===== src/rtl/seq_divider16.sv =====
// Sequential 16-bit unsigned restoring divider with a start/busy/done handshake.
// Performs one trial subtraction per clock through the hs16b subtractor.

module hs16b (
    input  logic [15:0] a,
    input  logic [15:0] b,
    output logic [15:0] s,
    output logic        cout
);
    // Ripple subtractor a + ~b + 1; the final carry high means no borrow.
    logic [16:0] carry;

    assign carry[0] = 1'b1;

    generate
        for (genvar gi = 0; gi < 16; gi++) begin : g_bit
            assign s[gi]       = a[gi] ^ ~b[gi] ^ carry[gi];
            assign carry[gi+1] = (a[gi] & ~b[gi]) | (a[gi] & carry[gi]) | (~b[gi] & carry[gi]);
        end
    endgenerate

    assign cout = carry[16];
endmodule

module seq_divider16 #(
    parameter int WIDTH = 16
) (
    input  logic             CLK,
    input  logic             nRESET,
    input  logic             START,
    input  logic [WIDTH-1:0] A,
    input  logic [WIDTH-1:0] B,
    output logic [WIDTH-1:0] Q,
    output logic [WIDTH-1:0] R,
    output logic             BUSY,
    output logic             DONE,
    output logic             DIVZ
);
    localparam int CNT_W = $clog2(WIDTH + 1);

    typedef enum logic [1:0] {
        IDLE = 2'd0,
        RUN  = 2'd1,
        FIN  = 2'd2
    } state_t;

    state_t           state_reg, state_next;
    logic [WIDTH-1:0] d_reg, d_next;
    logic [WIDTH-1:0] y_reg, y_next;
    logic [WIDTH-1:0] p_reg, p_next;
    logic [CNT_W-1:0] cnt_reg, cnt_next;
    logic [WIDTH-1:0] q_reg, q_next;
    logic [WIDTH-1:0] r_reg, r_next;
    logic             divz_reg, divz_next;

    logic [WIDTH:0]   trial;
    logic [WIDTH-1:0] diff;
    logic             no_borrow;
    logic             accept;
    logic [WIDTH-1:0] d_shifted;
    logic [WIDTH-1:0] p_iter;

    assign trial = {p_reg, d_reg[WIDTH-1]};

    hs16b u_sub (
        .a    (trial[WIDTH-1:0]),
        .b    (y_reg),
        .s    (diff),
        .cout (no_borrow)
    );

    // A set bit 16 means the trial remainder exceeds any 16-bit divisor, and
    // the truncated difference is still exact because trial < 2*divisor.
    assign accept    = trial[WIDTH] | no_borrow;
    assign d_shifted = {d_reg[WIDTH-2:0], accept};
    assign p_iter    = accept ? diff : trial[WIDTH-1:0];

    always_comb begin
        state_next = state_reg;
        d_next     = d_reg;
        y_next     = y_reg;
        p_next     = p_reg;
        cnt_next   = cnt_reg;
        q_next     = q_reg;
        r_next     = r_reg;
        divz_next  = divz_reg;

        case (state_reg)
            IDLE: begin
                if (START) begin
                    if (B != '0) begin
                        d_next     = A;
                        y_next     = B;
                        p_next     = '0;
                        cnt_next   = CNT_W'(WIDTH);
                        state_next = RUN;
                    end else begin
                        q_next     = '1;
                        r_next     = A;
                        divz_next  = 1'b1;
                        state_next = FIN;
                    end
                end
            end
            RUN: begin
                d_next   = d_shifted;
                p_next   = p_iter;
                cnt_next = cnt_reg - 1'b1;
                if (cnt_reg == CNT_W'(1)) begin
                    q_next     = d_shifted;
                    r_next     = p_iter;
                    divz_next  = 1'b0;
                    state_next = FIN;
                end
            end
            FIN: begin
                state_next = IDLE;
            end
            default: begin
                state_next = IDLE;
            end
        endcase
    end

    always_ff @(posedge CLK) begin
        if (!nRESET) begin
            state_reg <= IDLE;
            d_reg     <= '0;
            y_reg     <= '0;
            p_reg     <= '0;
            cnt_reg   <= '0;
            q_reg     <= '0;
            r_reg     <= '0;
            divz_reg  <= 1'b0;
        end else begin
            state_reg <= state_next;
            d_reg     <= d_next;
            y_reg     <= y_next;
            p_reg     <= p_next;
            cnt_reg   <= cnt_next;
            q_reg     <= q_next;
            r_reg     <= r_next;
            divz_reg  <= divz_next;
        end
    end

    assign Q    = q_reg;
    assign R    = r_reg;
    assign DIVZ = divz_reg;
    assign BUSY = (state_reg == RUN);
    assign DONE = (state_reg == FIN);
endmodule


===== config.mk =====
export PLATFORM = sky130hd
export DESIGN_NAME = seq_divider16
export DESIGN_NICKNAME = d
export VERILOG_FILES = /design/src/rtl/seq_divider16.sv
export SDC_FILE = /design/constraint.sdc
export NUM_CORES = 1
export LEC_CHECK = 0
export BUFFER_PORTS_ARGS = -buffer_cell sky130_fd_sc_hd__buf_4
export CORE_MARGIN = 2
export CORE_UTILIZATION = 51
export DETAILED_ROUTE_END_ITERATION = 10
export PLACE_DENSITY_LB_ADDON = 0.1
export REMOVE_ABC_BUFFERS = 1
export SETUP_SLACK_MARGIN = 0.3
export SYNTH_ARGS = -nofsm -noshare
export SYNTH_HDL_FRONTEND = slang
export SYNTH_SLANG_ARGS = --single-unit

===== constraint.sdc =====
create_clock -name CLK -period 7.7 [get_ports CLK]
set_input_delay 2.31 -clock CLK [delete_from_list [all_inputs] [get_ports CLK]]
set_output_delay 2.31 -clock CLK [all_outputs]
set_load 0.01 [all_outputs]

==> summary.md, run 1 <==
| Metric | Value |
|---|---|
| Final max-slew violation count | `0` |
| Status | `completed` |
| Number of global-route vias before repair | `3622` |
| First-pass GRT wire length | `17900 µm` |
| Mapped Cells | `458` |
| Seq/Total Area, Yosys | `0.406` |
| # fillers | `around 680` |
| Final Cycle Share | `0.915` |
| Final wirelength | `10800 µm` |
| Most frequent cells in the layout | `dfxtp_1, buf_4, nand2_1` |
| Core ar. | `8220 µm²` |
| RSZ-0062 raised after global routing | `no` |
| Initial Utilization | `0.528` |
| Remaining DRCs | `0` |
| Number of setup buffers added after CTS | `0` |
| DR pass1 iterations | `4` |
| Pwr Density | `between 200 and 300 nW/µm²` |
| Htree depth | `3` |
| I/O Pins | `70` |
| Num CTS Buffers | `9` |
| Fin worst setup slack | `0.652 ns` |
| Yosys reg bits | `88` |
| Fin crit period | `7.05 ns` |
| Worst Path Arrival | `7.33 ns` |
| Vias | `3648` |
| Avg Cell Area, Syn | `9.47 µm²` |
| Clock Skew | `0.0124 ns` |
| CTS Sinks | `88` |
| Fin Hold WS | `0.470 ns` |
| HP Class | `reg2reg` |
| Ant. Diodes | `0` |
| Place WS | `-0.163 ns` |
| VDD IR max | `124 µV` |
| Number of max-cap violations | `0` |
| Die Ht | `between 90 and 100 µm` |
| Clock latency on the worst-skew pair | `0.36 ns` |
| Final hold vios | `0` |
| Die Wd | `96.2 µm` |
| Worst setup EP type | `flop` |
| Routed Antenna Nets | `0` |
| Ys flop type | `dfxtp_1` |
| Actual slew at the worst max-slew pin | `1.10 ns` |
| Wire per inst | `17.6 µm` |
| Full die area | `9260 µm²` |
| Initial antenna violation count | `0` |
| GRT Util Overall | `0.250` |
| Yosys cell types | `45` |
| Clock transition at the registers of the reported paths | `0.08 ns` |
| Commonest non-fill, non-tap cell in the layout | `dfxtp_1` |
| EDFF count, synth | `0` |
| CTS tree | `done` |
| Drt initial violations | `145` |
| Asr flop ratio synth | `0` |
| Clock root cell | `clkbuf_8` |
| P&R area growth vs syn | `20.1%` |
| Startpoint types | `flop` |
| Clk buf depth | `2` |
| Via/cell ratio | `roughly 5.9` |
| Final setup viols | `0` |
| I/O Buffers | `69` |
| Layout cells sized above 1 | `0.299` |
| Max_slew headroom | `0.263` |
| Net count, final | `557` |
| Kind of critical path | `reg2reg` |
| Core Rows | `33` |
| Crit path max fanout | `14` |
| Syn. warnings | `0` |
| GPL Wtd Cong | `0.818` |
| Leak Pwr | `2.07 nW` |
| Grt total ovfl | `0` |
| Largest net degree at the start of global routing | `88` |
| Max Clk Rate | `142 MHz` |
| Post-DP HPWL | `7140 µm` |
| CTS Hold Bufs | `0` |
| Post-Synthesis Cell Area | `approximately 4300 µm²` |
| Fin Setup TNS | `0 ns` |
| Worst Path Required | `7.98 ns` |
## synthesized netlist by cell type, types with 2 or more instances
master	count	area [µm²]
o31ai_1	15	113
a31o_2	9	78.8
ha_1	3	37.5
a31oi_1	2	12.5
o221a_2	7	78.8
o221a_1	10	113
nor3_1	16	80.1
and2_1	19	119
mux2i_1	31	310
o21ai_0	37	185
fa_1	15	300
buf_1	2	7.51
buf_2	11	55.1
dfxtp_1	88	1760
nand3_1	18	90.1
inv_1	20	75.1
a21oi_1	21	105
a211o_1	2	17.5
a211oi_1	16	120
a31o_1	5	43.8
nor4_2	4	50.1
a2111oi_0	15	131
nor2_1	5	18.8
buf_6	2	22.5
nand2_1	38	143
buf_4	3	22.5
clkbuf_1	26	97.6
## cell families after synthesis
group	share of synthesized area
AO/OA/AOI/OAI	0.245
AND/OR/NAND/NOR	0.133
flip-flops	0.406
buffers and inverters	0.0663
multiplexers	0.0715
adder cells (fa/ha/maj)	0.0779
## routing by layer
metal,wire length (µm),global-route usage,part of all wire
met5,0,0,0
met4,182,0.0964,0.017
met3,458,0.0376,0.042
met2,5330,0.416,0.49
met1,4870,0.325,0.45
## worst paths after layout
path | from | to | slack [ns] | cells past startpoint
setup reg to reg | d_reg[15] | d_reg[0] | 0.65 | 23
setup / recovery | d_reg[15] | d_reg[0] | 0.65 | 23
hold reg to reg | R[0] | R[0] | 0.47 | 2
hold / removal | R[0] | R[0] | 0.47 | 2
## power by group
group	leakage (nW)	internal, W	switching (W)
clock network	0.113	0.000201	0.000166
registers	0.717	0.000492	0.0000306
logic	1.24	0.000191	0.000233
total	2.07	0.000884	0.000430
## per-stage QoR
stage	cells	area [µm²]	total power, W	util
2_1_floorplan	414	4130	0.000758	-
6_report	614	5210	0.00131	0.634
4_1_cts	614	5180	0.00130	0.630
5_1_grt	614	5210	0.00139	0.634
3_5_place_dp	598	4880	0.000899	0.594
3_3_place_gp	598	4880	0.000890	0.594
## worst max-delay path, stage by stage (launching register included)
cell and delay [ns]:
dfxtp_1 0.34, inv_1 0.06, ha_1 0.21, fa_2 0.37, fa_2 0.37, fa_2 0.37
fa_2 0.37, fa_2 0.37, fa_2 0.38, fa_2 0.37, fa_2 0.37, fa_2 0.38
fa_2 0.39, fa_2 0.37, fa_2 0.37, fa_2 0.38, fa_2 0.36, inv_1 0.09
fa_2 0.24, or2_4 0.15, buf_12 0.15, mux2i_1 0.08, a211o_1 0.27, a31oi_1 0.16
## final cells by class
type | instances | area [µm²] | share of cell area
clock buffers | 12 | 155 | 0.0298
clock inverters | 4 | 76.3 | 0.0146
inverters | 22 | 82.6 | 0.0158
multi-input cells | 304 | 2400 | 0.460
flip-flops and latches | 88 | 1760 | 0.338
well taps | 105 | 131 | 0.0252
repair buffers | 79 | 606 | 0.116
## timing repair
item | CTS | global route
resized for setup | 18 | 10
setup endpoints to repair | 34 | 33
pin swaps | 4 | 5
No activity file was read; power rests on OpenSTA's default activity.
==> run 2: changes to the inputs <==
Settings changed: CORE_MARGIN 2 to default, MAX_ROUTING_LAYER from default to met4.
==> run 2 against run 1 <==
Compared with the run above: critical path depth unchanged; global-route usage increased by 1.3 points; via count increased by 1.1%; sequential power about the same; power increased by 0.66%; sequential share of layout area about the same; clock-buffer cell count unchanged; cell count increased by 0.65%; core utilization increased by 0.14 points; critical path type unchanged.
==> summary.md, run 2 (synthesis results as in run 1) <==
| Metric | Value |
|---|---|
| Status | `completed` |
| Crit path max fanout | `6 (-8)` |
| Initial Utilization | `0.528 (unchanged)` |
| Remaining DRCs | `0 (unchanged)` |
| Pwr Density | `253 nW/µm² (+0.44%)` |
| Htree depth | `3 (unchanged)` |
| HP Class | `reg2reg` |
| Core ar. | `8220 µm² (unchanged)` |
| Largest net degree at the start of global routing | `88 (unchanged)` |
| Actual slew at the worst max-slew pin | `1.23 ns (+0.126 ns)` |
| Worst path max stage delay | `0.41 ns (+0.02 ns)` |
| FF-to-FF Start | `d_reg[15]` |
| Hold path cells | `2 (unchanged)` |
| Leak Pwr | `2.08 nW (+0.31%)` |
| Initial antenna violation count | `0 (unchanged)` |
| Final Cycle Share | `0.922 (+0.00704)` |
| Full die area | `8880 µm² (-4.1%)` |
| CP Buf/Inv Count | `3 (unchanged)` |
| R2r worst-path depth | `23 (unchanged)` |
| Drt initial violations | `176 (+21%)` |
| Clk buf depth | `2 (unchanged)` |
| Commonest non-fill, non-tap cell in the layout | `dfxtp_1` |
| Kind of critical path | `reg2reg` |
| Max_slew headroom | `0.175 (-0.0885)` |
| Worst Path Arrival | `7.30 ns (-0.03 ns)` |
| First-pass GRT wire length | `17600 µm (-1.6%)` |
| Most frequent cells in the layout | `dfxtp_1, buf_4, nand2_1` |
| I/O Buffers | `69 (unchanged)` |
| Fin crit period | `7.10 ns (+0.0542 ns)` |
| CTS tree | `done` |
| Slowest-stage cell, CP | `fa_2` |
| Clock Skew | `0.0126 ns (+0.000220 ns)` |
| CTS Sinks | `88 (unchanged)` |
| Wire per inst | `17.5 µm (-0.92%)` |
| Max Clk Rate | `141 MHz (-0.76%)` |
| Net count, final | `561 (+0.72%)` |
| Worst Path Required | `7.90 ns (-0.08 ns)` |
| Vias | `3688 (+1.1%)` |
| Final core utilization | `0.636 (+0.00137)` |
| Hold endpoint | `R[3]` |
| DR pass1 iterations | `4 (unchanged)` |
| Placed Cells | `601 (+0.50%)` |
| VDD IR max | `233 µV (+87%)` |
| Final setup viols | `0 (unchanged)` |
| Top delay family on crit path | `adder cells` |
| CP dominant cell by count | `fa_2` |
| Die Ht | `94.2 µm (-2.1%)` |
| Capturing point of the worst reg2reg path | `R[7]` |
| GPL Wtd Cong | `0.822 (+0.54%)` |
| Post-DP HPWL | `7060 µm (-1.1%)` |
| Number of setup buffers added after CTS | `0 (unchanged)` |
| I/O Pins | `70 (unchanged)` |
| Ant. Diodes | `0 (unchanged)` |
| Number of global-route vias before repair | `3626 (+0.11%)` |
| Final wirelength | `10800 µm (-0.28%)` |
| Core Rows | `33 (unchanged)` |
| P&R area growth vs syn | `20.4%` |
| Number of max-cap violations | `0 (unchanged)` |
| Clock latency on the worst-skew pair | `0.36 ns (about the same)` |
| GRT Util Overall | `0.263 (+0.0134)` |
| Clock transition at the registers of the reported paths | `0.09 ns (about the same)` |
| Worst reg-to-reg setup slack | `0.60 ns (-0.05 ns)` |
| Routed Antenna Nets | `0 (unchanged)` |
| # fillers | `705 (+3.2%)` |
| Via/cell ratio | `5.97 (+0.44%)` |
| Num CTS Buffers | `9 (unchanged)` |
| Startpoint types | `flop` |
| Worst setup EP type | `flop` |
| CP cell instances | `inv_1 -> ha_2 -> fa_2 -> fa_2 -> fa_2 -> fa_2 -> fa_2 -> fa_2 -> fa_2 -> fa_2 -> fa_2 -> fa_2 -> fa_2 -> fa_2 -> fa_2 -> fa_1 -> inv_1 -> fa_2 -> or2_4 -> buf_4 -> a211oi_2 -> o21ai_0 -> mux2i_1` |
| Final hold vios | `0 (unchanged)` |
| Grt total ovfl | `0 (unchanged)` |
| Die Wd | `94.2 µm (-2.1%)` |
| Clock root cell | `clkbuf_8` |
| RSZ-0062 raised after global routing | `no` |
| Layout cells sized above 1 | `0.304 (+0.00547)` |
| Hold Crit Start | `R[3]` |
| Final Instance Count excl. Fillers | `618 (+0.65%)` |
| Final max-slew violation count | `0 (unchanged)` |
[run 2: metal layers]
| layer | up-vias | share of wire | GRT usage |
|---|---|---|---|
| li1 | 1783 | - | - |
| met1 | 1805 | 0.46 | 0.343 |
| met2 | 82 | 0.48 | 0.408 |
| met3 | 18 | 0.043 | 0.0453 |
| met4 | 0 | 0.015 | 0.0974 |
| met5 | - | 0 | - |
[run 2: worst max path at each step]
stage               from        to  slack [ns]  depth (start not counted)
2_1_floorplan  d_reg[15]  d_reg[0]       -0.22                         22
3_3_place_gp   d_reg[15]      R[7]       -0.05                         23
3_5_place_dp   d_reg[15]     R[14]       -0.18                         23
4_1_cts        d_reg[15]      R[9]        0.33                         24
5_1_grt        d_reg[15]      R[3]        0.29                         24
6_report       d_reg[15]      R[7]        0.60                         23
[run 2: report_power, final]
group	leakage (nW)	switching [W]	internal [W]
clock	0.0928	0.000169	0.000160
sequential	0.718	0.0000308	0.000492
combinational	1.27	0.000255	0.000216
[run 2: what timing repair did]
action                     4_1_cts  5_1_grt
gates resized for setup         16       17
pin swaps                        2        7
gates cloned                     0        1
setup endpoints to repair       34       33
hold buffers                     0        0
[run 2: through the flow]
step | total power [W] | hold WS (ns) | TNS, ns | worst slack [ns] | area [µm²]
2_1_floorplan | 0.000758 | 0.450 | -4.64 | -0.219 | 4130
3_3_place_gp | 0.000899 | 0.445 | -0.0979 | -0.0491 | 4890
3_5_place_dp | 0.000908 | 0.453 | -3.01 | -0.179 | 4890
4_1_cts | 0.00126 | 0.469 | 0 | 0.330 | 5140
5_1_grt | 0.00140 | 0.488 | 0 | 0.287 | 5220
6_report | 0.00132 | 0.467 | 0 | 0.598 | 5220
[run 2: layout make-up]
| type | count | area [µm²] | area share |
|---|---|---|---|
| clock buffer | 12 | 145 | 0.0278 |
| multi-input combinational | 304 | 2400 | 0.459 |
| sequential | 88 | 1760 | 0.338 |
| inverter | 22 | 82.6 | 0.0158 |
| tap | 105 | 131 | 0.0252 |
| timing repair buffer | 83 | 648 | 0.124 |
| clock inverter | 4 | 53.8 | 0.0103 |
[run 2: worst register-to-register path, cell delays in order, from the launching register on]
cell	delay, ns
dfxtp_2	0.34
inv_1	0.06
ha_2	0.19
fa_2	0.37
fa_2	0.37
fa_2	0.37
fa_2	0.37
fa_2	0.37
fa_2	0.37
fa_2	0.37
fa_2	0.34
fa_2	0.36
fa_2	0.41
fa_2	0.37
fa_2	0.37
fa_2	0.37
fa_1	0.40
inv_1	0.08
fa_2	0.30
or2_4	0.21
buf_4	0.18
a211oi_2	0.10
o21ai_0	0.20
mux2i_1	0.09
